### src/rtl/ctrl_pipe_if.sv
// ID-side request and EX/MEM/WB control outputs of the in-order control pipe.
interface ctrl_pipe_if #(
  parameter int REG_W = 5,
  parameter int CNT_W = 8
);
  logic             id_valid;
  logic [6:0]       Opcode;
  logic [REG_W-1:0] id_rs1, id_rs2, id_rd;
  logic             flush;
  logic             stall;
  logic             ex_valid, ex_ALUSrc, ex_Auipc, ex_Branch;
  logic [2:0]       ex_ALUOp;
  logic [1:0]       ex_JalType;
  logic [REG_W-1:0] ex_rd;
  logic             mem_valid, mem_MemRead, mem_MemWrite;
  logic [REG_W-1:0] mem_rd;
  logic             wb_valid, wb_RegWrite, wb_MemtoReg;
  logic [REG_W-1:0] wb_rd;
  logic             illegal;
  logic [CNT_W-1:0] illegal_cnt;

  modport master (
    output id_valid, Opcode, id_rs1, id_rs2, id_rd, flush,
    input  stall, ex_valid, ex_ALUSrc, ex_Auipc, ex_Branch, ex_ALUOp, ex_JalType, ex_rd,
           mem_valid, mem_MemRead, mem_MemWrite, mem_rd,
           wb_valid, wb_RegWrite, wb_MemtoReg, wb_rd, illegal, illegal_cnt
  );
  modport slave (
    input  id_valid, Opcode, id_rs1, id_rs2, id_rd, flush,
    output stall, ex_valid, ex_ALUSrc, ex_Auipc, ex_Branch, ex_ALUOp, ex_JalType, ex_rd,
           mem_valid, mem_MemRead, mem_MemWrite, mem_rd,
           wb_valid, wb_RegWrite, wb_MemtoReg, wb_rd, illegal, illegal_cnt
  );
endinterface

### src/rtl/ctrl_pipe.sv
// RV32I-subset control decode in ID with load-use stall, flush squash and
// EX/MEM/WB control pipeline plus a saturating illegal-opcode counter.
module ctrl_pipe #(
  parameter int REG_W    = 5,
  parameter int CNT_W    = 8,
  parameter int EN_AUIPC = 1
) (
  input logic     clk,
  input logic     reset,
  ctrl_pipe_if.slave bus
);
  localparam logic [6:0] OP_R     = 7'b0110011;
  localparam logic [6:0] OP_I     = 7'b0010011;
  localparam logic [6:0] OP_LW    = 7'b0000011;
  localparam logic [6:0] OP_SW    = 7'b0100011;
  localparam logic [6:0] OP_BR    = 7'b1100011;
  localparam logic [6:0] OP_JAL   = 7'b1101111;
  localparam logic [6:0] OP_JALR  = 7'b1100111;
  localparam logic [6:0] OP_LUI   = 7'b0110111;
  localparam logic [6:0] OP_AUIPC = 7'b0010111;

  typedef struct packed {
    logic alusrc, auipc, branch, memread, memwrite, regwrite, memtoreg;
    logic [2:0]       aluop;
    logic [1:0]       jal;
    logic [REG_W-1:0] rd;
  } ex_t;
  typedef struct packed {
    logic memread, memwrite, regwrite, memtoreg;
    logic [REG_W-1:0] rd;
  } mem_t;
  typedef struct packed {
    logic regwrite, memtoreg;
    logic [REG_W-1:0] rd;
  } wb_t;

  ex_t              dec, ex_q;
  mem_t             mem_q;
  wb_t              wb_q;
  logic [2:0]       vld_pipe;
  logic             legal, uses_rs1, uses_rs2, stall, take, ill_hit, ill_q;
  logic [CNT_W-1:0] ill_cnt;

  always_comb begin
    dec      = '0;
    legal    = 1'b0;
    uses_rs1 = 1'b0;
    uses_rs2 = 1'b0;
    case (bus.Opcode)
      OP_R:    begin legal = 1'b1; dec.aluop = 3'b010; dec.regwrite = 1'b1;
                     uses_rs1 = 1'b1; uses_rs2 = 1'b1; end
      OP_I:    begin legal = 1'b1; dec.aluop = 3'b011; dec.alusrc = 1'b1;
                     dec.regwrite = 1'b1; uses_rs1 = 1'b1; end
      OP_LW:   begin legal = 1'b1; dec.aluop = 3'b000; dec.alusrc = 1'b1; dec.memread = 1'b1;
                     dec.memtoreg = 1'b1; dec.regwrite = 1'b1; uses_rs1 = 1'b1; end
      OP_SW:   begin legal = 1'b1; dec.aluop = 3'b000; dec.alusrc = 1'b1; dec.memwrite = 1'b1;
                     uses_rs1 = 1'b1; uses_rs2 = 1'b1; end
      OP_BR:   begin legal = 1'b1; dec.aluop = 3'b001; dec.branch = 1'b1;
                     uses_rs1 = 1'b1; uses_rs2 = 1'b1; end
      OP_JAL:  begin legal = 1'b1; dec.aluop = 3'b010; dec.jal = 2'b10; dec.regwrite = 1'b1; end
      OP_JALR: begin legal = 1'b1; dec.aluop = 3'b010; dec.jal = 2'b01; dec.alusrc = 1'b1;
                     dec.regwrite = 1'b1; uses_rs1 = 1'b1; end
      OP_LUI:  begin legal = 1'b1; dec.aluop = 3'b100; dec.alusrc = 1'b1; dec.regwrite = 1'b1; end
      OP_AUIPC: if (EN_AUIPC != 0) begin
                 legal = 1'b1; dec.aluop = 3'b100; dec.alusrc = 1'b1; dec.auipc = 1'b1;
                 dec.regwrite = 1'b1;
               end
      default: ;
    endcase
    // x0 writes are architecturally discarded
    if (bus.id_rd == '0) dec.regwrite = 1'b0;
    dec.rd = bus.id_rd;
  end

  assign stall = bus.id_valid & ~bus.flush & vld_pipe[0] & ex_q.memread & (ex_q.rd != '0) &
                 ((uses_rs1 & (ex_q.rd == bus.id_rs1)) | (uses_rs2 & (ex_q.rd == bus.id_rs2)));
  assign take    = bus.id_valid & ~bus.flush & ~stall & legal;
  assign ill_hit = bus.id_valid & ~bus.flush & ~legal;

  always_ff @(posedge clk or posedge reset) begin
    if (reset) begin
      ex_q     <= '0;
      mem_q    <= '0;
      wb_q     <= '0;
      vld_pipe <= '0;
      ill_q    <= 1'b0;
      ill_cnt  <= '0;
    end else begin
      vld_pipe <= {vld_pipe[1:0], take};
      ex_q     <= take ? dec : '0;
      mem_q    <= '{memread: ex_q.memread, memwrite: ex_q.memwrite, regwrite: ex_q.regwrite,
                    memtoreg: ex_q.memtoreg, rd: ex_q.rd};
      wb_q     <= '{regwrite: mem_q.regwrite, memtoreg: mem_q.memtoreg, rd: mem_q.rd};
      ill_q    <= ill_hit;
      if (ill_hit && ill_cnt != '1) ill_cnt <= ill_cnt + CNT_W'(1);
    end
  end

  assign bus.stall        = stall;
  assign bus.ex_valid     = vld_pipe[0];
  assign bus.ex_ALUSrc    = ex_q.alusrc;
  assign bus.ex_Auipc     = ex_q.auipc;
  assign bus.ex_Branch    = ex_q.branch;
  assign bus.ex_ALUOp     = ex_q.aluop;
  assign bus.ex_JalType   = ex_q.jal;
  assign bus.ex_rd        = ex_q.rd;
  assign bus.mem_valid    = vld_pipe[1];
  assign bus.mem_MemRead  = mem_q.memread;
  assign bus.mem_MemWrite = mem_q.memwrite;
  assign bus.mem_rd       = mem_q.rd;
  assign bus.wb_valid     = vld_pipe[2];
  assign bus.wb_RegWrite  = wb_q.regwrite;
  assign bus.wb_MemtoReg  = wb_q.memtoreg;
  assign bus.wb_rd        = wb_q.rd;
  assign bus.illegal      = ill_q;
  assign bus.illegal_cnt  = ill_cnt;
endmodule

### src/flat_wrapper.sv
// flat-port wrapper written by rule: the top's interface ports become plain ports
module ctrl_pipe_flat 
#(
  parameter int REG_W    = 5,
  parameter int CNT_W    = 8,
  parameter int EN_AUIPC = 1
)
  (clk, reset, bus_id_valid, bus_Opcode, bus_id_rs1, bus_id_rs2, bus_id_rd, bus_flush, bus_stall, bus_ex_valid, bus_ex_ALUSrc, bus_ex_Auipc, bus_ex_Branch, bus_ex_ALUOp, bus_ex_JalType, bus_ex_rd, bus_mem_valid, bus_mem_MemRead, bus_mem_MemWrite, bus_mem_rd, bus_wb_valid, bus_wb_RegWrite, bus_wb_MemtoReg, bus_wb_rd, bus_illegal, bus_illegal_cnt);
  ctrl_pipe_if #(.REG_W(REG_W), .CNT_W(CNT_W)) bus_i ();
  input logic clk;
  input logic reset;
  input wire logic [$bits(bus_i.id_valid)-1:0] bus_id_valid;
  input wire logic [$bits(bus_i.Opcode)-1:0] bus_Opcode;
  input wire logic [$bits(bus_i.id_rs1)-1:0] bus_id_rs1;
  input wire logic [$bits(bus_i.id_rs2)-1:0] bus_id_rs2;
  input wire logic [$bits(bus_i.id_rd)-1:0] bus_id_rd;
  input wire logic [$bits(bus_i.flush)-1:0] bus_flush;
  output wire logic [$bits(bus_i.stall)-1:0] bus_stall;
  output wire logic [$bits(bus_i.ex_valid)-1:0] bus_ex_valid;
  output wire logic [$bits(bus_i.ex_ALUSrc)-1:0] bus_ex_ALUSrc;
  output wire logic [$bits(bus_i.ex_Auipc)-1:0] bus_ex_Auipc;
  output wire logic [$bits(bus_i.ex_Branch)-1:0] bus_ex_Branch;
  output wire logic [$bits(bus_i.ex_ALUOp)-1:0] bus_ex_ALUOp;
  output wire logic [$bits(bus_i.ex_JalType)-1:0] bus_ex_JalType;
  output wire logic [$bits(bus_i.ex_rd)-1:0] bus_ex_rd;
  output wire logic [$bits(bus_i.mem_valid)-1:0] bus_mem_valid;
  output wire logic [$bits(bus_i.mem_MemRead)-1:0] bus_mem_MemRead;
  output wire logic [$bits(bus_i.mem_MemWrite)-1:0] bus_mem_MemWrite;
  output wire logic [$bits(bus_i.mem_rd)-1:0] bus_mem_rd;
  output wire logic [$bits(bus_i.wb_valid)-1:0] bus_wb_valid;
  output wire logic [$bits(bus_i.wb_RegWrite)-1:0] bus_wb_RegWrite;
  output wire logic [$bits(bus_i.wb_MemtoReg)-1:0] bus_wb_MemtoReg;
  output wire logic [$bits(bus_i.wb_rd)-1:0] bus_wb_rd;
  output wire logic [$bits(bus_i.illegal)-1:0] bus_illegal;
  output wire logic [$bits(bus_i.illegal_cnt)-1:0] bus_illegal_cnt;
  assign bus_i.id_valid = bus_id_valid;
  assign bus_i.Opcode = bus_Opcode;
  assign bus_i.id_rs1 = bus_id_rs1;
  assign bus_i.id_rs2 = bus_id_rs2;
  assign bus_i.id_rd = bus_id_rd;
  assign bus_i.flush = bus_flush;
  assign bus_stall = bus_i.stall;
  assign bus_ex_valid = bus_i.ex_valid;
  assign bus_ex_ALUSrc = bus_i.ex_ALUSrc;
  assign bus_ex_Auipc = bus_i.ex_Auipc;
  assign bus_ex_Branch = bus_i.ex_Branch;
  assign bus_ex_ALUOp = bus_i.ex_ALUOp;
  assign bus_ex_JalType = bus_i.ex_JalType;
  assign bus_ex_rd = bus_i.ex_rd;
  assign bus_mem_valid = bus_i.mem_valid;
  assign bus_mem_MemRead = bus_i.mem_MemRead;
  assign bus_mem_MemWrite = bus_i.mem_MemWrite;
  assign bus_mem_rd = bus_i.mem_rd;
  assign bus_wb_valid = bus_i.wb_valid;
  assign bus_wb_RegWrite = bus_i.wb_RegWrite;
  assign bus_wb_MemtoReg = bus_i.wb_MemtoReg;
  assign bus_wb_rd = bus_i.wb_rd;
  assign bus_illegal = bus_i.illegal;
  assign bus_illegal_cnt = bus_i.illegal_cnt;
  ctrl_pipe #(.REG_W(REG_W), .CNT_W(CNT_W), .EN_AUIPC(EN_AUIPC)) u_core (.clk(clk), .reset(reset), .bus(bus_i));
endmodule
### config.mk
export PLATFORM = sky130hd
export DESIGN_NAME = ctrl_pipe_flat
export DESIGN_NICKNAME = d
export VERILOG_FILES = /design/src/rtl/ctrl_pipe_if.sv /design/src/rtl/ctrl_pipe.sv /design/src/flat_wrapper.sv
export SDC_FILE = /design/constraint.sdc
export NUM_CORES = 1
export LEC_CHECK = 0
export CORE_AREA = 2 2 52 103
export DETAILED_ROUTE_END_ITERATION = 10
export DIE_AREA = 0 0 54 105
export GPL_TIMING_DRIVEN = 0
export PLACE_DENSITY_LB_ADDON = 0.25
export SYNTH_ARGS = -nofsm -noshare
export SYNTH_HDL_FRONTEND = slang
export SYNTH_SLANG_ARGS = --single-unit
### constraint.sdc
create_clock -name clk -period 4.9 [get_ports clk]
set_input_delay 0.49 -clock clk [delete_from_list [all_inputs] [get_ports clk]]
set_output_delay 0.49 -clock clk [all_outputs]
set_load 0.01 [all_outputs]
==> metrics.csv <==
stage;metric;value;unit
floorplanning;Initial Utilization;39.22;%
global_routing;met3 GRT Util;2.857;%
timing;final slew viol count;0;
floorplanning;core area;4865;um^2
global_routing;gr busiest metal;met2;
timing;Final period util;70.56;%
yosys;Main synth FF type;dfrtp_1;
layout;layout cell share with drive strength beyond 1;18.30;%
timing;Final setup viols;0;
place;Port Buffers;63;
layout;fillers;435;
yosys;Gate Count Post-Synth;153;
yosys;area fraction of the dominant cell type after synthesis;56.39;%
place;Cells after DPL;273;
cts;CTS resizes;0;
cts;post-CTS setup buffers;0;
layout;n_diodes;0;
floorplanning;die area;5670;um^2
worst_setup_path;critical-path cell list;clkdlybuf4s50_1, nand2_1, nor3_2, o21ai_1, a211oi_2, buf_6, clkdlybuf4s50_1;
floorplanning;number of I/O pins;66;
layout;NumNets Final;250;
flow_run;Max Cap Viol;0;
drt;Routed WL;4.038;mm
global_routing;total congestion overflow;0;
yosys;main combinational cell family by area after synthesis;simple AND/OR/NAND/NOR gates;
worst_setup_path;CP Capture Type;primary output;
yosys;flop and latch count out of synthesis;43;
pwr;Int Power;0.5717;mW
yosys;top-count cell post-synth;dfrtp_1;
yosys;Syn Std Cell Area;1908;um^2
timing;RSZ-0062 raised after global routing;false;
cts;Root Buffer Master;clkbuf_8;
cts;CTS Hold Buffers Added;0;
timing;post-route minimum period;3.458;ns
floorplanning;row count;36;
min_path;hold crit path type;reg -> reg;
pwr;power share of the sequential group;51.8;%
cts;TritonCTS clock tree;yes;
layout;Area Growth Syn to Fin;41.18;%
yosys;Cell variety after synth;40;
yosys;adder-cell share of the synthesized area;0.6557;%
global_routing;first-pass GRT wire length;6.734;mm
cts;Clock Latency Late Sink;0.30;ns
worst_setup_path;CP max-delay cell;clkdlybuf4s50_1;
worst_setup_path;Crit Path Category;in -> out;
drt;via count;1395;
place;placer congestion estimate;0.8079;
pwr;Power Density;294.9;nW/um^2
cts;Clk pin slew, worst setup/hold paths;0.08;ns
yosys;number of synthesized flops with an enable pin;0;
drt;Post-route DRC;0;
yosys;post-synthesis mux area share;1.180;%
pwr;sw frac;28.04;%
yosys;Post-synth ARST share;100.0;%
yosys;synth warn;0;
yosys;syn nets;180;
drt;Antenna Nets Post-Route;0;
yosys;sequential area share after synthesis;56.39;%
yosys;synth top area cells;dfrtp_1 (56%), buf_4 (5.9%), xor2_1 (3.7%), xnor2_1 (3.2%), nor4b_1 (2.3%);
cts;CTS Buf Count;5;
layout;Post-Route Utilization;55.38;%
drt;drt initial violations;29;
global_routing;met1 GRT Util;17.40;%
pwr;maximum vdd drop;0.3314;mV
timing;Final Hold Vio Count;0;
timing;Least-Margin Pin Slew;0.8753;ns
run_status;status;completed;
yosys;xor/xnor share of the synthesized area;6.885;%
timing;Layout Skew;0.007796;ns
drt;Routed wire per std cell;14.37;um
pwr;clock network power share;27.1;%
worst_setup_path;Worst Path Required;4.41;ns
drt;DR pass1 iterations;4;
timing;Fmax;289.2;MHz
drt;vias per inst;4.964;
yosys;simple-gate area share of the yosys netlist;20.00;%
worst_setup_path;largest fanout on the critical path;10;
timing;worst hold margin;0.3478;ns
cts;maximum root-to-sink buffer count;2;
yosys;Avg Inst Size Synth;12.47;um^2
worst_setup_path;CP peak stage delay;0.62;ns
worst_setup_path;startpoint types;input port;
yosys;Yosys top cell by area;dfrtp_1;
global_routing;met2 Usage GRT;28.48;%
yosys;Synth top cells by count;dfrtp_1 (43), buf_4 (15), xor2_1 (8);
floorplanning;chip height;105;um
global_routing;vias in the first global route;1372;
layout;final cell count without fillers;281;
timing;relative slew slack;41.56;%
place;detailed-placement wirelength estimate;3.055;mm
worst_setup_path;Crit path arrival time;2.97;ns
timing;setup tns final;0;ns
pwr;net switching power;0.2228;mW
global_routing;largest net degree at the start of global routing;44;
global_routing;initial antenna violation count;0;
yosys;Compound-Gate Fraction of Synth Area;6.492;%
pwr;Comb power frac;21.0;%
cts;clk sinks;43;
floorplanning;Die W;54;um
global_routing;all-layer global routing usage;16.20;%
cts;H-Tree Depth;2;
worst_setup_path;CP dominant cell by count;clkdlybuf4s50_1;
pwr;leakage;1.175;nW
## sequential cells by signal (all words and copies together) (netlist names)
register,count
u_core.bus.mem_MemWrite,1
u_core.bus.ex_ALUSrc,1
u_core.bus.ex_Branch,1
u_core.bus.illegal,1
u_core.bus.ex_Auipc,1
u_core.ex_q,3
u_core.vld_pipe,3
u_core.bus.mem_MemRead,1
u_core.bus.wb_MemtoReg,1
u_core.bus.ex_rd,5
u_core.bus.illegal_cnt,8
u_core.mem_q,1
u_core.bus.ex_ALUOp,3
u_core.bus.mem_rd,5
u_core.bus.ex_JalType,2
u_core.bus.wb_rd,5
u_core.bus.wb_RegWrite,1
## layer usage
| metal | part of all wire [%] | wire, um |
|---|---|---|
| met1 | 35 | 1413 |
| met2 | 58 | 2353 |
| met3 | 4.9 | 199 |
| met4 | 1.8 | 72 |
| met5 | 0 | 0 |
## per-stage QoR
stage / power, mW / area, um^2 / setup slack, ns
detailed placement: 0.5866 / 2610 / 1.463
CTS: 0.8021 / 2694 / 1.454
global placement: 0.5820 / 2610 / 1.490
finish: 0.7945 / 2694 / 1.442
global route: 0.8382 / 2694 / 1.276
floorplan: 0.4925 / 1908 / 2.734
## power by group through the flow
stage	Combinational, mW	Sequential, mW	Clock (mW)
after floorplan	0.0672	0.425	0
after global placement	0.164	0.418	0
after detailed placement	0.167	0.419	0
after CTS	0.169	0.412	0.221
after global routing	0.185	0.418	0.235
final	0.167	0.412	0.215
## critical path: cells and delay by family
kind,cells,cell delay [ns]
simple gates,2,0.47
buf+inv,3,1.39
compound gates,2,0.62
## final timing paths
path / startpoint / to / slack, ns / cells past startpoint
max reg2reg: u_core.bus.ex_rd[1] / u_core.bus.ex_ALUOp[1] / 3.00 / 6
min reg2reg: u_core.ex_q[12] / u_core.bus.mem_MemWrite / 0.35 / 0
max in group asynchronous: reset / u_core.bus.ex_JalType[0] / 3.66 / 2
min in group asynchronous: reset / u_core.bus.mem_rd[2] / 0.70 / 2
min: u_core.ex_q[12] / u_core.bus.mem_MemWrite / 0.35 / 0
max: bus_Opcode[1] / bus_stall / 1.44 / 7
## final cells by class
class / count / area [um^2] / share of cell area (%)
Buffer: 20 / 148.9 / 5.527
Sequential cell: 43 / 1076 / 39.94
Inverter: 3 / 11.26 / 0.4180
Clock inverter: 3 / 15.01 / 0.5574
Tap cell: 57 / 71.32 / 2.647
Multi-Input combinational cell: 87 / 671.9 / 24.94
Clock buffer: 5 / 68.82 / 2.555
Timing Repair Buffer: 63 / 630.6 / 23.41
## cells by family (layout without fill, tap and decap cells)
group           count (synthesis)  in the layout
compound gates                 15             15
xor+xnor                       15             15
fa+ha+maj                       1              1
buf+inv                        23             94
flops                          43             43
mux                             2              2
simple gates                   54             54
## cell usage in the layout, fill, tap and decap left out, types with 2 or more instances in the layout
| master | count |
|---|---|
| nand3_1 | 7 |
| nor3_1 | 3 |
| nor3_2 | 2 |
| nor4_1 | 4 |
| nor2b_1 | 2 |
| clkdlybuf4s50_1 | 63 |
| clkbuf_8 | 5 |
| nand2_1 | 6 |
| xnor2_1 | 7 |
| xor2_1 | 8 |
| dfrtp_1 | 43 |
| or4_1 | 3 |
| buf_6 | 2 |
| nor4b_1 | 5 |
| nor2_1 | 7 |
| buf_4 | 15 |
| a21oi_1 | 3 |
| nand4_1 | 4 |
| clkinv_2 | 3 |
| inv_1 | 2 |
| o21ai_2 | 2 |
| buf_2 | 2 |
| mux2_1 | 2 |
| or2b_1 | 2 |
| o21ai_0 | 3 |
No activity file was read; power rests on OpenSTA's default activity.
